==> src/rtl/button_gesture_pkg.sv <==
// Shared definitions for the button gesture classifier.
//   - Legacy 3-bit state codes, plus the state enum built on those codes
//   - gesture_cnt_width(): counter width wide enough for the largest interval
package button_gesture_pkg;

    localparam logic [2:0] ST_IDLE   = 3'd0;
    localparam logic [2:0] ST_PRESS1 = 3'd1;
    localparam logic [2:0] ST_WAIT2  = 3'd2;
    localparam logic [2:0] ST_PRESS2 = 3'd3;
    localparam logic [2:0] ST_LONG   = 3'd4;

    typedef enum logic [2:0] {
        IDLE   = ST_IDLE,
        PRESS1 = ST_PRESS1,
        WAIT2  = ST_WAIT2,
        PRESS2 = ST_PRESS2,
        LONG   = ST_LONG
    } state_e;

    function automatic int unsigned gesture_cnt_width(input int unsigned l,
                                                      input int unsigned d,
                                                      input int unsigned r);
        int unsigned m;
        m = l;
        if (d > m) m = d;
        if (r > m) m = r;
        return $clog2(m) + 1;
    endfunction

endpackage

==> src/rtl/button_gesture_timer.sv <==
// gesture_timer: free-running interval counter for the gesture FSM.
//   clk, rst_n : clock, asynchronous active-low reset
//   clr        : synchronous clear (wins over en)
//   en         : increment enable
//   limit      : runtime compare value
//   hit        : high while cnt == limit
module gesture_timer #(
    parameter int unsigned width_p = 8
) (
    input  logic               clk,
    input  logic               rst_n,
    input  logic               clr,
    input  logic               en,
    input  logic [width_p-1:0] limit,
    output logic               hit
);

    logic [width_p-1:0] cnt;

    always_ff @(posedge clk or negedge rst_n) begin
        if (!rst_n) begin
            cnt <= '0;
        end else if (clr) begin
            cnt <= '0;
        end else if (en) begin
            cnt <= cnt + 1'b1;
        end
    end

    assign hit = (cnt == limit);

endmodule

==> src/rtl/button_gesture.sv <==
// button_gesture: classifies debounced press/release pulses into gestures.
//   clk_i, reset_ni : clock, asynchronous active-low reset
//   down_i, up_i    : one-cycle press / release pulses from the debouncer
//   held_o          : high while in PRESS1, PRESS2 or LONG
//   short_o         : single short press
//   double_o        : double click
//   long_o          : hold threshold reached
//   repeat_o        : auto-repeat tick while held long
// All outputs are registered; gesture pulses are one cycle wide and appear
// the cycle after the deciding event.
module button_gesture
    import button_gesture_pkg::*;
#(
    parameter int unsigned long_cycles_p   = 50_000_000,
    parameter int unsigned dclick_cycles_p = 15_000_000,
    parameter int unsigned repeat_cycles_p = 10_000_000
) (
    input  logic clk_i,
    input  logic reset_ni,
    input  logic down_i,
    input  logic up_i,
    output logic held_o,
    output logic short_o,
    output logic double_o,
    output logic long_o,
    output logic repeat_o
);

    localparam int unsigned cnt_width_p =
        gesture_cnt_width(long_cycles_p, dclick_cycles_p, repeat_cycles_p);

    localparam logic [cnt_width_p-1:0] long_lim   = cnt_width_p'(long_cycles_p - 1);
    localparam logic [cnt_width_p-1:0] dclick_lim = cnt_width_p'(dclick_cycles_p - 1);
    localparam logic [cnt_width_p-1:0] repeat_lim = cnt_width_p'(repeat_cycles_p - 1);

    state_e                 state, next_state;
    logic                   clr, en, hit;
    logic [cnt_width_p-1:0] limit;
    logic                   short_n, double_n, long_n, repeat_n;
    logic                   down_v, up_v;

    // Simultaneous down/up is a protocol violation: drop both.
    assign down_v = down_i & ~up_i;
    assign up_v   = up_i & ~down_i;
    assign en     = (state != IDLE);

    gesture_timer #(
        .width_p (cnt_width_p)
    ) u_timer (
        .clk   (clk_i),
        .rst_n (reset_ni),
        .clr   (clr),
        .en    (en),
        .limit (limit),
        .hit   (hit)
    );

    // Button events take priority over a coinciding timer hit in every state.
    always_comb begin
        next_state = state;
        clr        = 1'b0;
        limit      = '0;
        short_n    = 1'b0;
        double_n   = 1'b0;
        long_n     = 1'b0;
        repeat_n   = 1'b0;
        case (state)
            IDLE: begin
                clr = 1'b1;
                if (down_v) next_state = PRESS1;
            end
            PRESS1: begin
                limit = long_lim;
                if (up_v) begin
                    next_state = WAIT2;
                    clr        = 1'b1;
                end else if (hit) begin
                    next_state = LONG;
                    clr        = 1'b1;
                    long_n     = 1'b1;
                end
            end
            WAIT2: begin
                limit = dclick_lim;
                if (down_v) begin
                    next_state = PRESS2;
                    clr        = 1'b1;
                end else if (hit) begin
                    next_state = IDLE;
                    clr        = 1'b1;
                    short_n    = 1'b1;
                end
            end
            PRESS2: begin
                limit = long_lim;
                if (up_v) begin
                    next_state = IDLE;
                    clr        = 1'b1;
                    double_n   = 1'b1;
                end else if (hit) begin
                    next_state = LONG;
                    clr        = 1'b1;
                    long_n     = 1'b1;
                end
            end
            LONG: begin
                limit = repeat_lim;
                if (up_v) begin
                    next_state = IDLE;
                    clr        = 1'b1;
                end else if (hit) begin
                    clr      = 1'b1;
                    repeat_n = 1'b1;
                end
            end
            default: begin
                next_state = IDLE;
                clr        = 1'b1;
            end
        endcase
    end

    always_ff @(posedge clk_i or negedge reset_ni) begin
        if (!reset_ni) begin
            state    <= IDLE;
            held_o   <= 1'b0;
            short_o  <= 1'b0;
            double_o <= 1'b0;
            long_o   <= 1'b0;
            repeat_o <= 1'b0;
        end else begin
            state    <= next_state;
            held_o   <= (next_state == PRESS1) || (next_state == PRESS2) ||
                        (next_state == LONG);
            short_o  <= short_n;
            double_o <= double_n;
            long_o   <= long_n;
            repeat_o <= repeat_n;
        end
    end

    a_no_simultaneous_events : assert property (
        @(posedge clk_i) disable iff (!reset_ni) !(down_i && up_i)
    ) else $warning("button_gesture: down_i and up_i asserted in the same cycle");

    a_one_gesture_pulse : assert property (
        @(posedge clk_i) disable iff (!reset_ni)
        $onehot0({short_o, double_o, long_o, repeat_o})
    ) else $error("button_gesture: more than one gesture pulse in a cycle");

endmodule

==> config.mk <==
export PLATFORM = sky130hd
export DESIGN_NAME = button_gesture
export DESIGN_NICKNAME = d
export VERILOG_FILES = /design/src/rtl/button_gesture_pkg.sv /design/src/rtl/button_gesture_timer.sv /design/src/rtl/button_gesture.sv
export SDC_FILE = /design/constraint.sdc
export NUM_CORES = 1
export LEC_CHECK = 0
export ABC_CLOCK_PERIOD_IN_PS = 2800
export CAP_MARGIN = 20
export CORE_UTILIZATION = 59
export DETAILED_ROUTE_END_ITERATION = 8
export MAX_ROUTING_LAYER = met4
export PLACE_DENSITY_LB_ADDON = 0.2
export SYNTH_ARGS = -nofsm -noshare
export SYNTH_HDL_FRONTEND = slang
export SYNTH_SLANG_ARGS = --single-unit
==> constraint.sdc <==
create_clock -name clk_i -period 2.8 [get_ports clk_i]
set_input_delay 0.7 -clock clk_i [delete_from_list [all_inputs] [get_ports clk_i]]
set_output_delay 0.7 -clock clk_i [all_outputs]
set_load 0.005 [all_outputs]
# Yosys cells after proc, flatten, opt, wreduce, memory -nomap -nowiden
# Cells that the tools add are included.
[word_totals]
regBits = 35
latchBits = 0
ramBits = 0
romBits = 0
wordCells = 49
n_memories = 0
[classes]
add_sub_neg = 1
multipliers = 0
div = 0
order_cmp = 0
eq_ne = 8
shifts = 0
mux = 22
bitwise = 4
n_reduce_logical = 7
[op_table]
columns = ["cell", "n"]
rows = [
  ["one-hot mux 26 bit (3 select lines)", 1],
  ["two-way mux 27 bit", 2],
  ["adder 27 x 1 -> 27 bit (second input constant)", 1],
  ["== test 27 x 26 -> 1 bit", 1],
  ["two-way mux 3 bit", 7],
  ["one-hot mux 3 bit (5 select lines)", 1],
  ["two-way mux 1 bit", 10],
  ["== test 3 x 2 -> 1 bit (second input constant)", 3],
  ["== test 3 x 1 -> 1 bit (second input constant)", 2],
  ["== test 3 bit (second input constant)", 2],
  ["zero test 3 bit", 1],
  ["nonzero test 3 bit", 1],
  ["OR reduction 3 bit", 1],
  ["AND 1 bit", 2],
  ["logical OR 1 bit", 2],
  ["inverter 1 bit", 2],
  ["one-hot mux 1 bit (2 select lines)", 1],
  ["nonzero test 2 bit", 1],
  ["OR reduction 2 bit", 1],
]

# Logic depth before layout (Yosys ltp)
[depth]
word_depth = 10
depth_mapped = 7
ltp_nobuf = 6

# By module
# From an unflattened synthesis, not the netlist that was laid out.
[unflattened]
hier_cells = 235
area_unflattened_um2 = 2147.1
[by_module_without_submodules]
columns = ["mod", "n_inst", "cells_each", "area_per_inst_um2"]
rows = [
  ["gesture_timer", 1, 187, 1707.9],
  ["button_gesture", 1, 48, 439.2],
]

# Least setup slack after synthesis
# OpenSTA, ideal clock, no wires.
[synth_timing]
path_type = "register to register"
from = "reg state[2]"
to = "reg u_timer.cnt[14]"
setup_time_ns = 0.119
t_arrival_ns = 1.840
setup_slack_ns = 0.841
stages_incl_launch_ff = 8
period_less_slack_ns = 1.959
cell_sequence = "dfrtp_1 > buf_2 > nor3b_1 > mux2i_1 > o21ai_1 > o31ai_4 > buf_6 > nor2_2"
[synth_via]
elab_chain_cells = 8
[synth_rtl]
columns = ["item", "line", "rtl"]
rows = [
  ["from (decl)", "button_gesture.sv:36", "state_e state, next_state;"],
  ["from (signal assigned)", "button_gesture.sv:132", "state <= next_state;"],
  ["== test 3 x 2 -> 1 bit / == test 3 x 1 -> 1 bit (equally long branches)", "button_gesture.sv:67", "case (state)"],
  ["OR reduction 2 bit (no line)", "-", ""],
  ["one-hot mux 26 bit (3 select lines)", "button_gesture.sv:67", ""],
  ["== test 27 x 26 -> 1 bit", "button_gesture_timer.sv:30", "assign hit = (cnt == limit);"],
  ["two-way mux 1 bit", "-", ""],
  ["two-way mux 1 bit, on equally long branches", "button_gesture.sv:96, button_gesture.sv:85", ""],
  ["one-hot mux 1 bit (2 select lines)", "button_gesture.sv:67", ""],
  ["two-way mux 27 bit / nonzero test 2 bit (equally long branches)", "-", ""],
  ["to (signal assigned)", "button_gesture_timer.sv:26", "cnt <= cnt + 1'b1;"],
  ["to (decl)", "button_gesture_timer.sv:18", "logic [width_p-1:0] cnt;"],
]
# Parallel ways exist; a longest one is shown, timed or not.
# A chain may end at the register's enable or synchronous reset.

# Worst setup path after layout
[layout_timing]
from = "reg state[0]"
to = "reg u_timer.cnt[7]"
# Same word-level chain as after synthesis.

==> qor.yml <==
status:
  status: "complete, no violations"
layout:
  drive_above_1_share_pct: 15.8
  nFillCells: 266
  area_growth_syn_to_layout_pct: 10.6
  diodes: 0
  regArea_um2: 876
  multi_input_area_um2: 1020
  fin_cells: 259
  fin_nets: 219
detailed_routing:
  drc_errors: 0
  routed.top_layer: "met4"
  viasPerCell: 5.85
  dr.pass1.iters: 4
  wl_met1_um: 1720
  routed_wl_um: 3890
  wl_met3_um: 146
  first_iter_violations: 135
  ant_nets: 0
  wl_met2_um: 1960
  vias: 1516
  route.detailed.wl_per_inst_um: 15.0
die:
  die_w_um: 59.6
  dieArea_um2: 3550
  initial_utilization_pct: 63.1
  rows: 20
  core_area_um2: 3100
  num_io_pins: 9
  die_h_um: 59.6
hold_path:
  hold_start: "u_timer.cnt[26]$_DFFE_PN0P_"
  hold_class: "reg -> reg"
  hold_path_end: "u_timer.cnt[26]$_DFFE_PN0P_"
  hold_path_depth: 2
worst_setup_path:
  reg2reg_depth: 6
  worst_ep_arrival_time_ps: 2480
  r2r_slack_ps: 550
  crit_type: "reg -> reg"
  crit_path_start_kind: "flop"
  required_ps: 3020
  endpoint_kind: "flop"
  r2r-end: "u_timer.cnt[7]$_DFFE_PN0P_"
  r2r_start: "state[0]$_DFF_PN0_"
  path_max_fanout: 27
placement:
  gp_congestion: 0.925
  placed_cells: 251
  numPortBuffers: 8
  hpwl_um: 2710
power:
  p_leak_nw: 0.929
  vdd_drop_max_mv: 0.344
  p_per_area_nw_per_um2: 568
timing:
  report.final.slew_viol_count: 0
  worst_pin_slew_ps: 712
  finalCritPeriodShare_pct: 80.4
  setup_viol: 0
  finalSetupTns_ps: 0
  fin_crit_ps: 2250
  final_hold_viol_count: 0
  skew_ps: 8.11
  rsz0062_at_grt: "no"
  maxSlewHeadroom_pct: 52.1
  max_freq_mhz: 444
global_routing:
  grt_pass1_vias: 1487
  antenna_found_initial: 0
  grt_max_degree: 36
  grt_usage_pct: 26.6
  globalRoute.totalOverflow: 0
  grt_pass1_wl_um: 6760
clocking:
  cts_made_buffers: 5
  cts_resized: 0
  clkSinkCount: 35
  cts_tree: "built"
  cts_buffer_depth: 2
  clock_latency_ps: 350
  postCtsHoldBufs: 0
  htree_levels: 2
  clock_tree.root_cell: "clkbuf_4"
  clk_pin_slew_ps: 110
  cts_setup_buffers: 0
logic_synthesis:
  yosysSeqAreaShare_pct: 44.8
  synth.distinct_cells: 44
  syn_inst: 201
  syn_area_um2: 1960
  ys_ff_latch: 35
  yosysWarningCount: 0
  syn_area_per_cell_um2: 9.74
  syn_nets: 206
job:
  cap_violations: 0
## cells in the final DEF, fill, tap and decap left out, types with 2 or more instances in the layout
| master | n |
|---|---|
| and3_1 | 5 |
| o21ai_0 | 3 |
| nor2_1 | 22 |
| nor4_2 | 2 |
| xor2_1 | 21 |
| nor2b_1 | 2 |
| or3_1 | 2 |
| and4_1 | 2 |
| xnor2_1 | 5 |
| o21a_1 | 2 |
| nand2b_1 | 2 |
| buf_4 | 5 |
| nor2_2 | 10 |
| nor3_1 | 8 |
| a21oi_1 | 5 |
| mux2i_1 | 2 |
| clkbuf_4 | 5 |
| nand3_1 | 13 |
| dfrtp_1 | 35 |
| inv_1 | 3 |
| nor4_1 | 7 |
| nand2_1 | 12 |
| nand4_1 | 12 |
| clkdlybuf4s50_1 | 8 |
## critical path: stages, from the launching register on
cell and delay, ps:
dfrtp_1 550, nor3b_1 420, mux2i_1 230, o21ai_1 180
o31ai_4 290, buf_4 350, nor2_1 110
## cell usage after synthesis
| master | instances | area (um2) |
|---|---|---|
| or3_1 | 2 | 12.5 |
| clkbuf_1 | 1 | 3.75 |
| o311ai_1 | 1 | 8.76 |
| nand4b_2 | 1 | 15.0 |
| nand2_1 | 12 | 45.0 |
| o211a_1 | 1 | 10.0 |
| mux2i_1 | 2 | 20.0 |
| or2_2 | 1 | 6.26 |
| nor3b_2 | 1 | 12.5 |
| or4_1 | 1 | 7.51 |
| nor2b_1 | 2 | 12.5 |
| and4_1 | 2 | 17.5 |
| nor3b_1 | 1 | 7.51 |
| inv_1 | 3 | 11.3 |
| or3b_4 | 1 | 11.3 |
| nand4_1 | 12 | 75.1 |
| a31oi_1 | 1 | 6.26 |
| o311ai_0 | 1 | 8.76 |
| and3_1 | 5 | 31.3 |
| nor4b_1 | 1 | 8.76 |
| a21oi_1 | 5 | 25.0 |
| o21ai_2 | 1 | 8.76 |
| buf_6 | 3 | 33.8 |
| nor3_2 | 1 | 10.0 |
| xor2_1 | 21 | 184 |
| nor4_1 | 7 | 43.8 |
| buf_2 | 2 | 10.0 |
| nand3_1 | 13 | 65.1 |
| ha_1 | 1 | 12.5 |
| o21a_1 | 2 | 15.0 |
| nand2b_1 | 2 | 12.5 |
| o21ai_1 | 1 | 5.00 |
| o32ai_1 | 1 | 8.76 |
| nand2b_2 | 1 | 8.76 |
| nor2_1 | 22 | 82.6 |
| o31ai_4 | 1 | 21.3 |
| buf_1 | 1 | 3.75 |
| o22ai_2 | 1 | 12.5 |
| o21ai_0 | 3 | 15.0 |
| nor3_1 | 8 | 40.0 |
| nor4_2 | 2 | 25.0 |
| dfrtp_1 | 35 | 876 |
| xnor2_1 | 5 | 43.8 |
| nor2_2 | 10 | 62.6 |
## state kept, by name, indices dropped and copies added (netlist names)
signal and count:
state 3, held_o 1, repeat_o 1, u_timer.cnt 27, short_o 1, double_o 1, long_o 1
## report_power, final
group,switching (W),internal (W),total (W),leakage [nW]
clock network,0.000172,0.000211,0.000383,0.0482
registers,0.0000635,0.000541,0.000604,0.477
logic,0.000146,0.0000964,0.000242,0.404
## per-layer routing
layer	vias up	GRT usage [%]
li1	742	-
met3	7	6.55
met2	35	42.1
met1	732	33.1
met4	0	9.63
met5	-	-
## how the worst max path moves through the flow
| stage | start | endpoint | slack (ps) | depth (start not counted) |
|---|---|---|---|---|
| CTS | state[0]$_DFF_PN0_ | u_timer.cnt[7]$_DFFE_PN0P_ | 540 | 6 |
| global placement | up_i | u_timer.cnt[26]$_DFFE_PN0P_ | 420 | 7 |
| floorplan | state[2]$_DFF_PN0_ | u_timer.cnt[14]$_DFFE_PN0P_ | 840 | 7 |
| detailed placement | up_i | u_timer.cnt[7]$_DFFE_PN0P_ | 330 | 7 |
| global route | state[2]$_DFF_PN0_ | u_timer.cnt[5]$_DFFE_PN0P_ | 360 | 6 |
| finish | state[0]$_DFF_PN0_ | u_timer.cnt[7]$_DFFE_PN0P_ | 550 | 6 |
## cells by family (layout without fill, tap and decap cells)
| group | after synthesis | in the layout | synth area share (%) |
|---|---|---|---|
| xor+xnor | 26 | 26 | 11.6 |
| simple gates | 108 | 108 | 31.3 |
| compound gates | 19 | 19 | 7.42 |
| flops | 35 | 35 | 44.8 |
| fa+ha+maj | 1 | 1 | 0.639 |
| mux | 2 | 2 | 1.02 |
| buf+inv | 10 | 24 | 3.20 |
## metrics by stage
step | total power (W) | hold slack, ps | utilization, % | worst slack (ps) | instance area, um2
finish | 0.00123 | 577 | 69.8 | 549 | 2160
global route | 0.00130 | 622 | 69.8 | 364 | 2160
CTS | 0.00124 | 580 | 69.8 | 541 | 2160
detailed placement | 0.000853 | 548 | 67.0 | 335 | 2080
global placement | 0.000845 | 539 | 67.0 | 423 | 2080
floorplan | 0.000795 | 404 | - | 841 | 1960
## cell type report
type	instances	share of cell area, %
clock buffer	6	2.37
clock inverter	2	1.62
inverter	3	0.520
multi-input combinational	156	47.1
sequential	35	40.5
tap	44	2.54
timing repair buffer	13	5.43
No activity file was read; power rests on OpenSTA's default activity.
==> RTL change (same settings) <==
Put one more register stage on the output `short_o`. The value now appears one clock later. The other outputs are not delayed to match.
--- a/src/rtl/button_gesture.sv
+++ b/src/rtl/button_gesture.sv
@@ -32,6 +32,8 @@
     localparam logic [cnt_width_p-1:0] long_lim   = cnt_width_p'(long_cycles_p - 1);
     localparam logic [cnt_width_p-1:0] dclick_lim = cnt_width_p'(dclick_cycles_p - 1);
     localparam logic [cnt_width_p-1:0] repeat_lim = cnt_width_p'(repeat_cycles_p - 1);
+
+    logic short_s0;
 
     state_e                 state, next_state;
     logic                   clr, en, hit;
@@ -124,7 +126,7 @@
         if (!reset_ni) begin
             state    <= IDLE;
             held_o   <= 1'b0;
-            short_o  <= 1'b0;
+            short_s0 <= 1'b0;
             double_o <= 1'b0;
             long_o   <= 1'b0;
             repeat_o <= 1'b0;
@@ -132,7 +134,7 @@
             state    <= next_state;
             held_o   <= (next_state == PRESS1) || (next_state == PRESS2) ||
                         (next_state == LONG);
-            short_o  <= short_n;
+            short_s0 <= short_n;
             double_o <= double_n;
             long_o   <= long_n;
             repeat_o <= repeat_n;
@@ -145,8 +147,12 @@
 
     a_one_gesture_pulse : assert property (
         @(posedge clk_i) disable iff (!reset_ni)
-        $onehot0({short_o, double_o, long_o, repeat_o})
+        $onehot0({short_s0, double_o, long_o, repeat_o})
     ) else $error("button_gesture: more than one gesture pulse in a cycle");
+
+    always_ff @(posedge clk_i) begin
+        short_o <= short_s0;
+    end
 
 endmodule
 
Check against the original RTL: same outputs for any inputs over 10 cycles, from zero or initial values and one cycle with reset_ni low; that may be too few to reach the edited logic, so the function may still have changed.
==> RTL change against the original RTL <==
Wire length is 2.0% higher; largest cell class unchanged; global-route usage increased by 1.5 points; highest routed layer unchanged; synthesized area up 1.0%; die area rose by 0.99%; combinational power barely moved; sequential cell count grew 1; critical endpoint is now u_timer.cnt[6]$_DFFE_PN0P_; final cell count grew 0.39%; sequential power up 3%; largest power group unchanged; power is 3.4% higher; clock skew hardly changed; worst setup slack worse by 0.089 ns; fmax down 3.8%; count of clock-buffer cells in the layout up 1; final area grew 1.3%.
==> RTL change: results (changes against the original RTL) <==
| Metric | Value |
|---|---|
| Clock Latency Late Sink | `0.35 ns (about the same)` |
| # resized after CTS | `0 (unchanged)` |
| Syn_nets | `207 (+0.49%)` |
| Worst-path clk slew | `0.11 ns (about the same)` |
| Root Buffer | `clkbuf_4` |
| Sequential fraction of the synthesis area | `0.453 (+0.00559)` |
| Leakage Power | `0.940 nW (+1.2%)` |
| Synth top cells by count | `dfrtp_1, nor2_1, xor2_1` |
| DRT iter0 DRCs | `98 (-27%)` |
| Setup bufs post-CTS | `0 (unchanged)` |
| DP Area | `0.00210 sq mm (+0.96%)` |
| DR vias | `1,537 (+1.4%)` |
| Crit-path max FO | `27 (unchanged)` |
| Vias/cell | `5.91 (+1.0%)` |
| DRT Pass-1 Iters | `4 (unchanged)` |
| Synth top area cells | `dfrtp_1, xor2_1, nor2_1` |
| Worst EP arrival | `2.57 ns (+0.09 ns)` |
| Netlist cell types | `45 (+2.3%)` |
| Status | `completed` |
| Largest net degree at the start of global routing | `36 (unchanged)` |
| Top cell type's share of synthesized area | `0.443 (-0.00453)` |
| Max reg flops | `27 (unchanged)` |
| Worst-margin pin slew | `0.687 ns (-0.0257 ns)` |
| Fin nets | `220 (+0.46%)` |
| Diodes inserted | `0 (unchanged)` |
| H-tree depth | `2 (unchanged)` |
| Async SR Flop Fraction | `0.972 (-0.0278)` |
| Layout cells sized above 1 | `0.157 (-0.000732)` |
| Mapped Cells | `202 (+0.50%)` |
| Dpl cells | `252 (+0.40%)` |
| GRT Util Overall | `0.280 (+0.0146)` |
| Initial antenna violation count | `0 (unchanged)` |
| CTS Buf Count | `5 (unchanged)` |
| Pre-CTS setup slack | `0.383 ns (+0.0477 ns)` |
| Clock Skews | `0.00853 ns (+0.000423 ns)` |
| Clock Path Buffers | `2 (unchanged)` |
| Largest registers | `u_timer.cnt: 27 flops, state: 3 flops` |
| Maximum VDD drop | `0.261 mV (-24%)` |
| First-pass GRT wire length | `7090 um (+4.9%)` |
| Placed wire-length estimate | `2780 um (+2.8%)` |
| Hold Crit Class | `flop to flop` |
| Synth warn | `0 (unchanged)` |
| Port Buf Inserts | `8 (unchanged)` |
| Top reg by flops | `u_timer.cnt` |
| Final RePlAce weighted congestion | `0.866 (-6.4%)` |
| Drt wl/cell | `15.3 um (+1.6%)` |
## RTL change: worst max-delay path, cell delays in order, from the launching register on
cell     delay, ns
dfrtp_1       0.56
nor3b_1       0.52
mux2i_1       0.25
o21ai_1       0.18
o31ai_4       0.27
buf_4         0.35
nor2_1        0.10
## RTL change: path summary, 6_finish.rpt
kind / startpoint / end / slack [ns] / cells after the start
min in group asynchronous: reset_ni / u_timer.cnt[0]$_DFFE_PN0P_ / 0.74 / 2
min reg2reg: short_s0$_DFF_PN0_ / short_o$_DFF_P_ / 0.36 / 0
max reg2reg: state[2]$_DFF_PN0_ / u_timer.cnt[6]$_DFFE_PN0P_ / 0.46 / 6
min: short_s0$_DFF_PN0_ / short_o$_DFF_P_ / 0.36 / 0
max: state[2]$_DFF_PN0_ / u_timer.cnt[6]$_DFFE_PN0P_ / 0.46 / 6
max in group asynchronous: reset_ni / u_timer.cnt[10]$_DFFE_PN0P_ / 1.75 / 2
## RTL change: through the flow
stage          utilization  power [W]  hold slack, ns
2_1_floorplan            -   0.000809           0.324
5_1_grt              0.701    0.00133           0.363
4_1_cts              0.701    0.00128           0.375
3_5_place_dp         0.671   0.000870           0.351
3_3_place_gp         0.671   0.000858           0.331
6_report             0.701    0.00127           0.363
## RTL change: area by class of cell
class	count	area, sq um
fillers	234	935
multi-input cells	156	1020
well taps	44	55.1
clock inverters	1	30.0
flip-flops and latches	36	896
clock buffers	7	65.1
repair buffers	13	118
inverters	3	11.3
## RTL change: kinds of logic after synthesis
| logic type | after synthesis | synth area share |
|---|---|---|
| DFF | 36 | 0.453 |
| AOI/OAI and AO/OA | 19 | 0.0734 |
| and+or+nand+nor | 108 | 0.310 |
| xor gates and xnor gates | 26 | 0.115 |
| muxes | 2 | 0.0101 |
| adders and majority gates | 1 | 0.00633 |
| buffers and inverters | 10 | 0.0316 |
## RTL change: per-layer routing
metal	global-route usage	wire, um	vias to the layer above
met5	-	0	-
met4	0.0997	53	0
met3	0.0693	219	8
met2	0.452	1980	48
met1	0.341	1720	733
li1	-	-	748
## RTL change: power by group
part	switching, W	total [W]	internal [W]
registers	0.0000657	0.000620	0.000555
logic	0.000146	0.000242	0.0000957
clock network	0.000171	0.000408	0.000237
total	0.000383	0.00127	0.000887
